<file path="src/rtl/uart_rx.sv">
// UART receiver: 8 data bits LSB-first, even/odd parity, one or two stop bits.
// Samples each bit at its centre and hands bytes over through a one-entry valid/ready buffer.
module uart_rx #(
    parameter int BAUD_DIVISOR = 868
) (
    input  logic       clk,
    input  logic       rst_n,
    input  logic       rx_in,
    input  logic       two_stop,
    input  logic       odd_parity,
    input  logic       rx_ready,
    output logic [7:0] rx_data,
    output logic       rx_valid,
    output logic       parity_err,
    output logic       frame_err,
    output logic       overrun,
    output logic       busy
);
    // state  | meaning
    // IDLE   | waiting for a start edge (only once the line has been seen high)
    // START  | timing to the centre of the start bit to confirm it
    // DATA   | sampling 8 data bits, LSB first
    // PARITY | sampling the parity bit
    // STOP1  | sampling the first stop bit
    // STOP2  | sampling the second stop bit when enabled
    typedef enum logic [2:0] {IDLE, START, DATA, PARITY, STOP1, STOP2} state_t;

    localparam logic [13:0] DIV_LAST  = 14'(BAUD_DIVISOR - 1);
    localparam logic [13:0] HALF_LAST = 14'((BAUD_DIVISOR >> 1) - 1);

    state_t      state, state_next;
    logic [1:0]  sync;
    logic        rx_s;
    logic        armed;
    logic [13:0] cnt;
    logic [2:0]  bit_cnt;
    logic [7:0]  shift;
    logic        two_stop_l, odd_l, perr, ferr;
    logic        half_tick, bit_tick, complete, load, discard, ferr_new;

    always_ff @(posedge clk or negedge rst_n) begin
        if (!rst_n) sync <= 2'b11;
        else        sync <= {sync[0], rx_in};
    end
    assign rx_s = sync[1];

    assign half_tick = (cnt == HALF_LAST);
    assign bit_tick  = (cnt == DIV_LAST);

    always_ff @(posedge clk or negedge rst_n) begin
        if (!rst_n) state <= IDLE;
        else        state <= state_next;
    end

    always_comb begin
        state_next = state;
        complete   = 1'b0;
        case (state)
            IDLE:   if (armed && !rx_s) state_next = START;
            START:  if (half_tick) state_next = rx_s ? IDLE : DATA;
            DATA:   if (bit_tick && bit_cnt == 3'd7) state_next = PARITY;
            PARITY: if (bit_tick) state_next = STOP1;
            STOP1: begin
                if (bit_tick) begin
                    if (two_stop_l) begin
                        state_next = STOP2;
                    end else begin
                        state_next = IDLE;
                        complete   = 1'b1;
                    end
                end
            end
            STOP2: begin
                if (bit_tick) begin
                    state_next = IDLE;
                    complete   = 1'b1;
                end
            end
            default: state_next = IDLE;
        endcase
    end

    assign load     = complete && (!rx_valid || rx_ready);
    assign discard  = complete && rx_valid && !rx_ready;
    assign ferr_new = ((state == STOP2) && ferr) || !rx_s;
    assign busy     = (state != IDLE);

    // Armed only by a high line seen while idle, so a frame ending in a break cannot retrigger.
    always_ff @(posedge clk or negedge rst_n) begin
        if (!rst_n) armed <= 1'b0;
        else        armed <= (state == IDLE) && rx_s;
    end

    always_ff @(posedge clk or negedge rst_n) begin
        if (!rst_n) begin
            cnt        <= '0;
            bit_cnt    <= '0;
            shift      <= '0;
            two_stop_l <= 1'b0;
            odd_l      <= 1'b0;
            perr       <= 1'b0;
            ferr       <= 1'b0;
        end else if (state == IDLE) begin
            cnt <= '0;
        end else if (state == START) begin
            cnt     <= half_tick ? 14'd0 : cnt + 14'd1;
            bit_cnt <= '0;
            if (half_tick && !rx_s) begin
                two_stop_l <= two_stop;
                odd_l      <= odd_parity;
            end
        end else begin
            cnt <= bit_tick ? 14'd0 : cnt + 14'd1;
            if (bit_tick) begin
                if (state == DATA) begin
                    shift   <= {rx_s, shift[7:1]};
                    bit_cnt <= bit_cnt + 3'd1;
                end
                if (state == PARITY) perr <= (rx_s != (odd_l ? ~^shift : ^shift));
                if (state == STOP1)  ferr <= !rx_s;
            end
        end
    end

    always_ff @(posedge clk or negedge rst_n) begin
        if (!rst_n) begin
            rx_data    <= '0;
            rx_valid   <= 1'b0;
            parity_err <= 1'b0;
            frame_err  <= 1'b0;
            overrun    <= 1'b0;
        end else begin
            if (load) begin
                rx_data    <= shift;
                rx_valid   <= 1'b1;
                parity_err <= perr;
                frame_err  <= ferr_new;
            end else if (rx_valid && rx_ready) begin
                rx_valid <= 1'b0;
            end
            if (discard)                  overrun <= 1'b1;
            else if (rx_valid && rx_ready) overrun <= 1'b0;
        end
    end
endmodule

</file>
<file path="config.mk">
export PLATFORM = sky130hd
export DESIGN_NAME = uart_rx
export DESIGN_NICKNAME = d
export VERILOG_FILES = /design/src/rtl/uart_rx.sv
export SDC_FILE = /design/constraint.sdc
export NUM_CORES = 1
export LEC_CHECK = 0
export CAP_MARGIN = 20
export CELL_PAD_IN_SITES_DETAIL_PLACEMENT = 0
export CELL_PAD_IN_SITES_GLOBAL_PLACEMENT = 1
export CORE_ASPECT_RATIO = 1.5
export CORE_MARGIN = 2
export CORE_UTILIZATION = 46
export CTS_BUF_LIST = sky130_fd_sc_hd__clkbuf_16
export DETAILED_ROUTE_END_ITERATION = 12
export GPL_TIMING_DRIVEN = 0
export PLACE_DENSITY_LB_ADDON = 0.1
export REMOVE_ABC_BUFFERS = 1
export SYNTH_ARGS = -nofsm -noshare
export SYNTH_HDL_FRONTEND = slang
export SYNTH_SLANG_ARGS = --single-unit
export TNS_END_PERCENT = 50
</file>
<file path="constraint.sdc">
create_clock -name clk -period 2.53 [get_ports clk]
set_input_delay 0.3795 -clock clk [delete_from_list [all_inputs] [get_ports clk]]
set_output_delay 0.3795 -clock clk [all_outputs]
set_load 0.05 [all_outputs]
</file>
# Yosys cells after proc, flatten, opt, wreduce, memory -nomap -nowiden

Index checks and enable logic that the tools add are counted.

Bits in registers: 47
Output and inout bits: 13
Logic and storage cells: 86

Add/subtract/negate cells: 2
Equality and inequality tests: 15
Mux-type cells: 24
Bitwise gates (word level): 2
Reduce and logical (&&, ||, !) cells: 28

Operators by type and width:

| operator              | count |
|---|---|
| $mux 14               | 4 |
| $mux 3                | 10 |
| $pmux 3 s6            | 1 |
| $add 14x1->14 const B | 1 |
| $eq 14x10->1 const B  | 1 |
| $eq 14x9->1 const B   | 1 |
| $ne 2x2->1 const B    | 6 |
| $reduce_and 4->1      | 3 |
| $eq 3x3->1 const B    | 3 |
| $logic_and 1x1->1     | 9 |
| $reduce_bool 2->1     | 4 |
| $reduce_xnor 8->1     | 1 |
| $reduce_xor 8->1      | 1 |
| $mux 1                | 7 |
| $eq 3x2->1 const B    | 2 |
| $reduce_and 3->1      | 2 |
| $reduce_and 6->1      | 1 |
| $add 3x1->3 const B   | 1 |
| $eq 3x1->1 const B    | 1 |
| $logic_not 1->1       | 3 |
| $logic_not 3->1       | 1 |
| $reduce_bool 3->1     | 1 |
| $logic_or 1x1->1      | 2 |
| $mux 2                | 1 |
| 3 further kinds       | 4 |

# Logic depth before layout (Yosys ltp)

Gate-level depths: netlist (run 1).

Depth after elaboration: 6
Gate-level depth with buffers: 8
Gate-level depth less buffers: 7

# Least setup slack after synthesis (run 1)

OpenSTA, ideal clock, no wires.

Path type: flip-flop to flip-flop
From: register cnt[0]
To: register shift[4]
Arrival: 1,951 ps
Required time: 2,405 ps
Path slack: 454 ps
Cell stages (with the launch flop): 8
Clock period less this slack: 2,076 ps
Cell sequence: dfrtp_1 > ha_1 > and4_4 > nand4_4 > or4_4 > buf_6 > buf_8 > mux2_4

Word-level cells in the longest chain between the ends: 2

Ends and longest elaborated chain:

| element                           | RTL line | text |
|---|---|---|
| start, declared                   | 35       | `logic [13:0] cnt;` |
| start signal, assigned            | 106      | `cnt <= half_tick ? 14'd0 : cnt + 14'd1;` |
| start signal, assigned            | 113      | `cnt <= bit_tick ? 14'd0 : cnt + 14'd1;` |
| $eq 14x10->1                      | 48       | `assign bit_tick = (cnt == DIV_LAST);` |
| $reduce_and 4->1 (no source line) | --       |  |
| end signal, assigned              | 116      | `shift <= {rx_s, shift[7:1]};` |
| end, declared                     | 37       | `logic [7:0] shift;` |

No other way between the ends.
A chain may end at the register's enable or synchronous reset.

# Final worst setup path (run 1)

From: register cnt[0]
To: register rx_data[6]

Word-level cells in the longest chain between the ends: 4

Ends and longest elaborated chain:

| element                   | RTL line | text |
|---|---|---|
| $eq 14x10->1 (*)          | 48       |  |
| $mux 1 (on tied branches) | 74, 64   |  |
| $pmux 1 s2 (*)            | 58       | `case (state)` |
| $logic_and 1x1->1 (*)     | 83       | `assign load = complete && (!rx_valid \|\| rx_ready);` |
| end signal, assigned      | 134      | `rx_data <= shift;` |
| end, declared             | 12       | `output logic [7:0] rx_data,` |

Mark *: on every way between the ends. The rest lies on a longest branch, timed or not.

==> results of run 1 <==
-- flip-flops by register name, indices dropped and copies added, names as in the netlist, 2 cells and up --
signal	cells
shift	8
bit_cnt	3
rx_data	8
sync	2
cnt	14
state	3
-- metrics by stage --
stage               total power, mW  utilization (%)  setup TNS, ns
finish                         1.81             56.9              0
global route                   1.91             56.9              0
CTS                            1.84             56.8              0
detailed placement             1.11             53.2              0
global placement               1.10             52.8         -10.02
floorplan                      1.01                -              0
-- cells in the final DEF (no fill, tap or decap), types with 3 or more instances in the layout --
cell and instances:
a21oi_1 4, clkbuf_16 5, clkdlybuf4s50_1 17, dfrtp_1 45, ha_1 4, inv_1 9
mux2_2 17, mux2_4 3, nand2_1 9, nand3_1 8, nand4_1 4, nor2_1 23
o21ai_0 5, xnor2_1 12, xor2_1 10
-- power breakdown --
part	internal (mW)	leakage, nW	switching (mW)
registers	0.790	0.636	0.0447
clock network	0.460	0.0812	0.259
logic	0.0915	0.451	0.167
total	1.34	1.17	0.471
-- worst min-delay path by stage --
| stage | from | endpoint | slack, ns | cells past startpoint |
|---|---|---|---|---|
| detailed placement | sync[0] | sync[1] | 0.35 | 0 |
| floorplan | rst_n | armed | 0.08 | 0 |
| global placement | sync[0] | sync[1] | 0.35 | 0 |
| global route | rst_n | shift[5] | 0.09 | 1 |
| finish | rst_n | rx_data[5] | 0.06 | 1 |
| CTS | rst_n | shift[5] | 0.07 | 1 |
-- worst max-delay path, stage by stage (launching register included) --
cell and delay, ns:
dfrtp_1 0.40, ha_1 0.23, and4_4 0.26, nand4_4 0.17, nor3_2 0.76, mux2_2 0.42
-- cells by family after synthesis --
group,share of synthesized area (%)
compound gates,4.67
xor+xnor,8.76
fa+ha+maj,2.28
buf+inv,3.41
flops,53.6
mux,11.7
simple gates,15.6
-- final cells by class --
cell class,count,area [sq um],area share (%)
inverter,9,33.8,1.30
sequential,47,1180,45.2
timing repair buffer,19,195,7.49
clock buffer,5,125,4.80
tap,64,80.1,3.07
clock inverter,3,38.8,1.49
multi-input combinational,126,953,36.6
-- what timing repair did --
item,CTS,global route
hold buffers,0,0
gates resized for setup,0,1
endpoints found under the setup margin,0,9
-- routing by layer --
| metal | vias to the layer above | share of wire (%) | GRT usage [%] |
|---|---|---|---|
| met5 | - | 0 | 0 |
| met2 | 15 | 55 | 30.0 |
| met4 | 0 | 1.4 | 5.93 |
| li1 | 685 | - | - |
| met1 | 713 | 42 | 18.5 |
| met3 | 6 | 2.4 | 4.53 |
==> impl_metrics.ini, run 1 <==
[status]
outcome = finished, final reports clean

[yosys]
async_flop_share_pct = 100
synth_flop_cell = dfrtp_1
synth_area_leaders = dfrtp_1, mux2_2, xnor2_1
synth_commonest_cells = dfrtp_1, nor2_1, mux2_2
synth_seq_area_share_pct = 53.6
synth_edf_count = 0
netlist.area_leader.share_pct = 51.2
synthCells = 187
yosysWarnings = 0
ys_seq_elements = 47
ys_types = 37
synth_area_sq_mm = 0.00220
syn-mean-instance-area_sq_um = 11.8
yosys.area.top_type = dfrtp_1
yosysMostFrequentCell = dfrtp_1

[critical_path]
regToRegSetupSlack_ns = 0.17
cp-start-kind = register
startpoint = cnt[0]
crit_path_max_fanout = 11
critical_path_class = register to register
endpoint_kind = register
endpoint = rx_data[6]
cp.required_ns = 2.70
worst_r2r_path_depth = 5
worstPathArrival_ns = 2.53
rr_startpoint = cnt[0]
r2r_end = rx_data[6]

[finish]
nets = 218
drive_gt1_share_pct = 18.2
syn2layout_area_growth_pct = 18.5
finish.instance_area_sq_mm = 0.00261
final-instance-count-excl-fill = 273
num-fill-cells = 418
diodes = 0

[timing]
setup_viol = 0
max_slew_margin_pct = 42.1
final_hold_viol_count = 0
min_period_ns = 2.36
holdWs_ns = 0.0586
tightestPinTransition_ns = 0.864
grt_setup_unrepaired = no
setup_ws_ns = 0.171
fin_crit_sh_pct = 93.3
max_freq_mhz = 424
fin_skew_ns = 0.00507
slew_violations = 0

[die]
die_y_um = 88.7
dieArea_sq_mm = 0.00536
rows = 30
dieWidth_um = 60.4
core_sq_mm = 0.00458
io_pins = 19
start_util_pct = 48.0

[power_and_ir_drop]
ir_worst_vdd_mv = 0.621
p_per_area_mw_per_mm2 = 696
power_leakage_nw = 1.17

[place]
dpl_cell_area_sq_mm = 0.00244
dp.cells = 265
place.gp.congestion = 0.803
pre_cts_ws_ns = 0.122
portBuffers = 18
place_hpwl_mm = 2.84

[grt]
overflow = 0
grt_usage_pct = 16.7
antenna_found_initial = 0
grt_start_max_net_pins = 28
grt_pass1_wl_mm = 6.64
grt_pass1_vias = 1508

[cts]
postCtsSetupBuffers = 0
cts_made_buffers = 5
htree_levels = 2
root_buffer = clkbuf_16
cts.clk_slew.worst_paths_ns = 0.06
clkSinkCount = 47
cts_tree = built
cts.path.max_buffers = 2
clock_latency_ns = 0.28

[route]
drt-wirelength-per-cell_um = 13.9
ant_nets = 0
avgViaCountPerCell = 5.20
drc = 0
drt_wl_total_mm = 3.79
via_count = 1419
drt_iter0_markers = 69
dr.pass1.iters = 4

[hold_path]
worstHoldPathType = primary input to asynchronous set/reset pin

[job]
maxCapViolCount = 0
(Power assumes the default switching activity.)
==> inputs of run 2 (changes only) <==
--- a/config.mk
+++ b/config.mk
@@ -9,7 +9,6 @@
 export CELL_PAD_IN_SITES_DETAIL_PLACEMENT = 0
 export CELL_PAD_IN_SITES_GLOBAL_PLACEMENT = 1
 export CORE_ASPECT_RATIO = 1.5
-export CORE_MARGIN = 2
 export CORE_UTILIZATION = 46
 export CTS_BUF_LIST = sky130_fd_sc_hd__clkbuf_16
 export DETAILED_ROUTE_END_ITERATION = 12
==> run 2 against run 1 <==
Compared with the run above:
- via count fell by 0.92%
- count of clock-buffer cells in the layout did not move
- sequential power barely moved
- clock skew fell by 0.0018 ns
- sequential cell count did not move
- critical path depth did not move
- setup slack got worse by 0.016 ns
- power fell by 5.0%
- combinational power fell by 2%
- routed wire length rose by 0.13%
- clock power fell by 12%
- cell area fell by 0.86%
==> impl_metrics.ini, run 2 (synthesis gave the netlist of run 1 again) <==
[timing]
slew_violations = 0
grt_setup_unrepaired = no
min_period_ns = 2.38
fin_crit_sh_pct = 93.9
final_hold_viol_count = 0
max_slew_margin_pct = 36.5
setup_viol = 0
setup_ws_ns = 0.154
fin_skew_ns = 0.00328
holdWs_ns = 0.0505
max_freq_mhz = 421
tightestPinTransition_ns = 0.947

[job]
maxCapViolCount = 0

[place]
place_hpwl_mm = 2.85
portBuffers = 18
pre_cts_ws_ns = 0.137
place.gp.congestion = 0.838
dp.cells = 265

[critical_path]
cp-start-kind = register
r2r_end = rx_data[5]
crit_path_max_fanout = 11
worstPathArrival_ns = 2.55
worst_r2r_path_depth = 5
rr_startpoint = cnt[0]
cp.required_ns = 2.70
endpoint_kind = register
regToRegSetupSlack_ns = 0.15
critical_path_class = register to register

[hold_path]
worstHoldPathType = primary input to asynchronous set/reset pin

[finish]
layout_commonest_cell = dfrtp_1
largest_reg_flops = 14
diodes = 0
final-instance-count-excl-fill = 273
nets = 218
post-route-util_pct = 56.9
layout_common_cells = dfrtp_1, nor2_1, mux2_2, clkdlybuf4s50_1, xnor2_1
drive_gt1_share_pct = 18.2
top_regs = cnt x14, rx_data x8, shift x8
syn2layout_area_growth_pct = 17.5
top_register = cnt

[die]
dieArea_sq_mm = 0.00507
dieWidth_um = 58.4
die_y_um = 86.7
rows = 30
start_util_pct = 48.4
core_sq_mm = 0.00454
io_pins = 19

[route]
avgViaCountPerCell = 5.15
drt_wl_total_mm = 3.80
drt-wirelength-per-cell_um = 13.9
drt_iter0_markers = 22
via_count = 1406
dr.pass1.iters = 4
ant_nets = 0
drc = 0

[grt]
antenna_found_initial = 0
grt_pass1_vias = 1455
overflow = 0
grt_usage_pct = 17.3
grt_pass1_wl_mm = 6.51
grt_start_max_net_pins = 28

[status]
outcome = finished, final reports clean

[cts]
cts_made_buffers = 5
hold_buffers = 0
cts.clk_slew.worst_paths_ns = 0.06
root_buffer = clkbuf_16
clkSinkCount = 47
postCtsSetupBuffers = 0
cts_tree = built
htree_levels = 2
cts_resized = 0
clock_latency_ns = 0.28
cts.path.max_buffers = 2

[power_and_ir_drop]
ir_worst_vdd_mv = 0.480
p_per_area_mw_per_mm2 = 667
power_leakage_nw = 1.15
[run 2: changes by cell type in the layout (fill, tap and decap cells not counted), sizes merged]
| cell | before | now |
|---|---|---|
| clkinv | 2 | 1 |
| clkinvlp | 0 | 2 |
| bufinv | 1 | 0 |
[run 2: metrics by stage]
stage | TNS, ns | area (sq um) | power (mW)
6_report | 0 | 2580 | 1.72
5_1_grt | 0 | 2580 | 1.80
4_1_cts | 0 | 2580 | 1.75
3_5_place_dp | 0 | 2440 | 1.11
3_3_place_gp | -9.32 | 2420 | 1.10
2_1_floorplan | 0 | 2160 | 1.01
[run 2: final cells by class]
type                    count  area, sq um
fillers                   402         1960
flip-flops and latches     47         1180
multi-input cells         126          950
repair buffers             19          195
clock buffers               5          125
well taps                  64         80.1
inverters                   9         33.8
clock inverters             3         20.0
[run 2: how the worst max path moves through the flow]
stage,cells past startpoint,end,startpoint
finish,5,rx_data[5],cnt[0]
global route,5,cnt[2],state[2]
CTS,5,rx_data[7],cnt[0]
detailed placement,5,rx_data[4],cnt[0]
global placement,5,rx_data[7],cnt[0]
floorplan,5,parity_err,cnt[0]
[run 2: worst max-delay path, cell delays in order (launching register included)]
cell and delay, ns:
dfrtp_1 0.41, ha_1 0.23, and4_4 0.26, nand4_4 0.17, nor3_2 0.76, mux2_2 0.41
[run 2: routing by layer]
layer  part of all wire (%)  up-vias  global-route usage [%]
met5                      0        -                       0
met4                    2.2        0                    8.44
met3                    2.0        5                    4.03
met2                     57       17                    32.5
met1                     39      698                    17.2
li1                       -      686                       -
[run 2: report_power, final]
| part | switching [mW] | total, mW | internal (mW) |
|---|---|---|---|
| logic | 0.166 | 0.255 | 0.0889 |
| clock network | 0.268 | 0.632 | 0.364 |
| registers | 0.0460 | 0.836 | 0.790 |
| total | 0.480 | 1.72 | 1.24 |
==> inputs of run 3 (changes only) <==
--- a/config.mk
+++ b/config.mk
@@ -5,13 +5,14 @@
 export SDC_FILE = /design/constraint.sdc
 export NUM_CORES = 1
 export LEC_CHECK = 0
-export CAP_MARGIN = 20
+export CAP_MARGIN = 0
 export CELL_PAD_IN_SITES_DETAIL_PLACEMENT = 0
 export CELL_PAD_IN_SITES_GLOBAL_PLACEMENT = 1
 export CORE_ASPECT_RATIO = 1.5
 export CORE_UTILIZATION = 46
 export CTS_BUF_LIST = sky130_fd_sc_hd__clkbuf_16
 export DETAILED_ROUTE_END_ITERATION = 12
+export GPL_ROUTABILITY_DRIVEN = 0
 export GPL_TIMING_DRIVEN = 0
 export PLACE_DENSITY_LB_ADDON = 0.1
 export REMOVE_ABC_BUFFERS = 1
==> results of run 3 <==
Same layout as run 2: the final DEF is identical, and so are final timing and power.
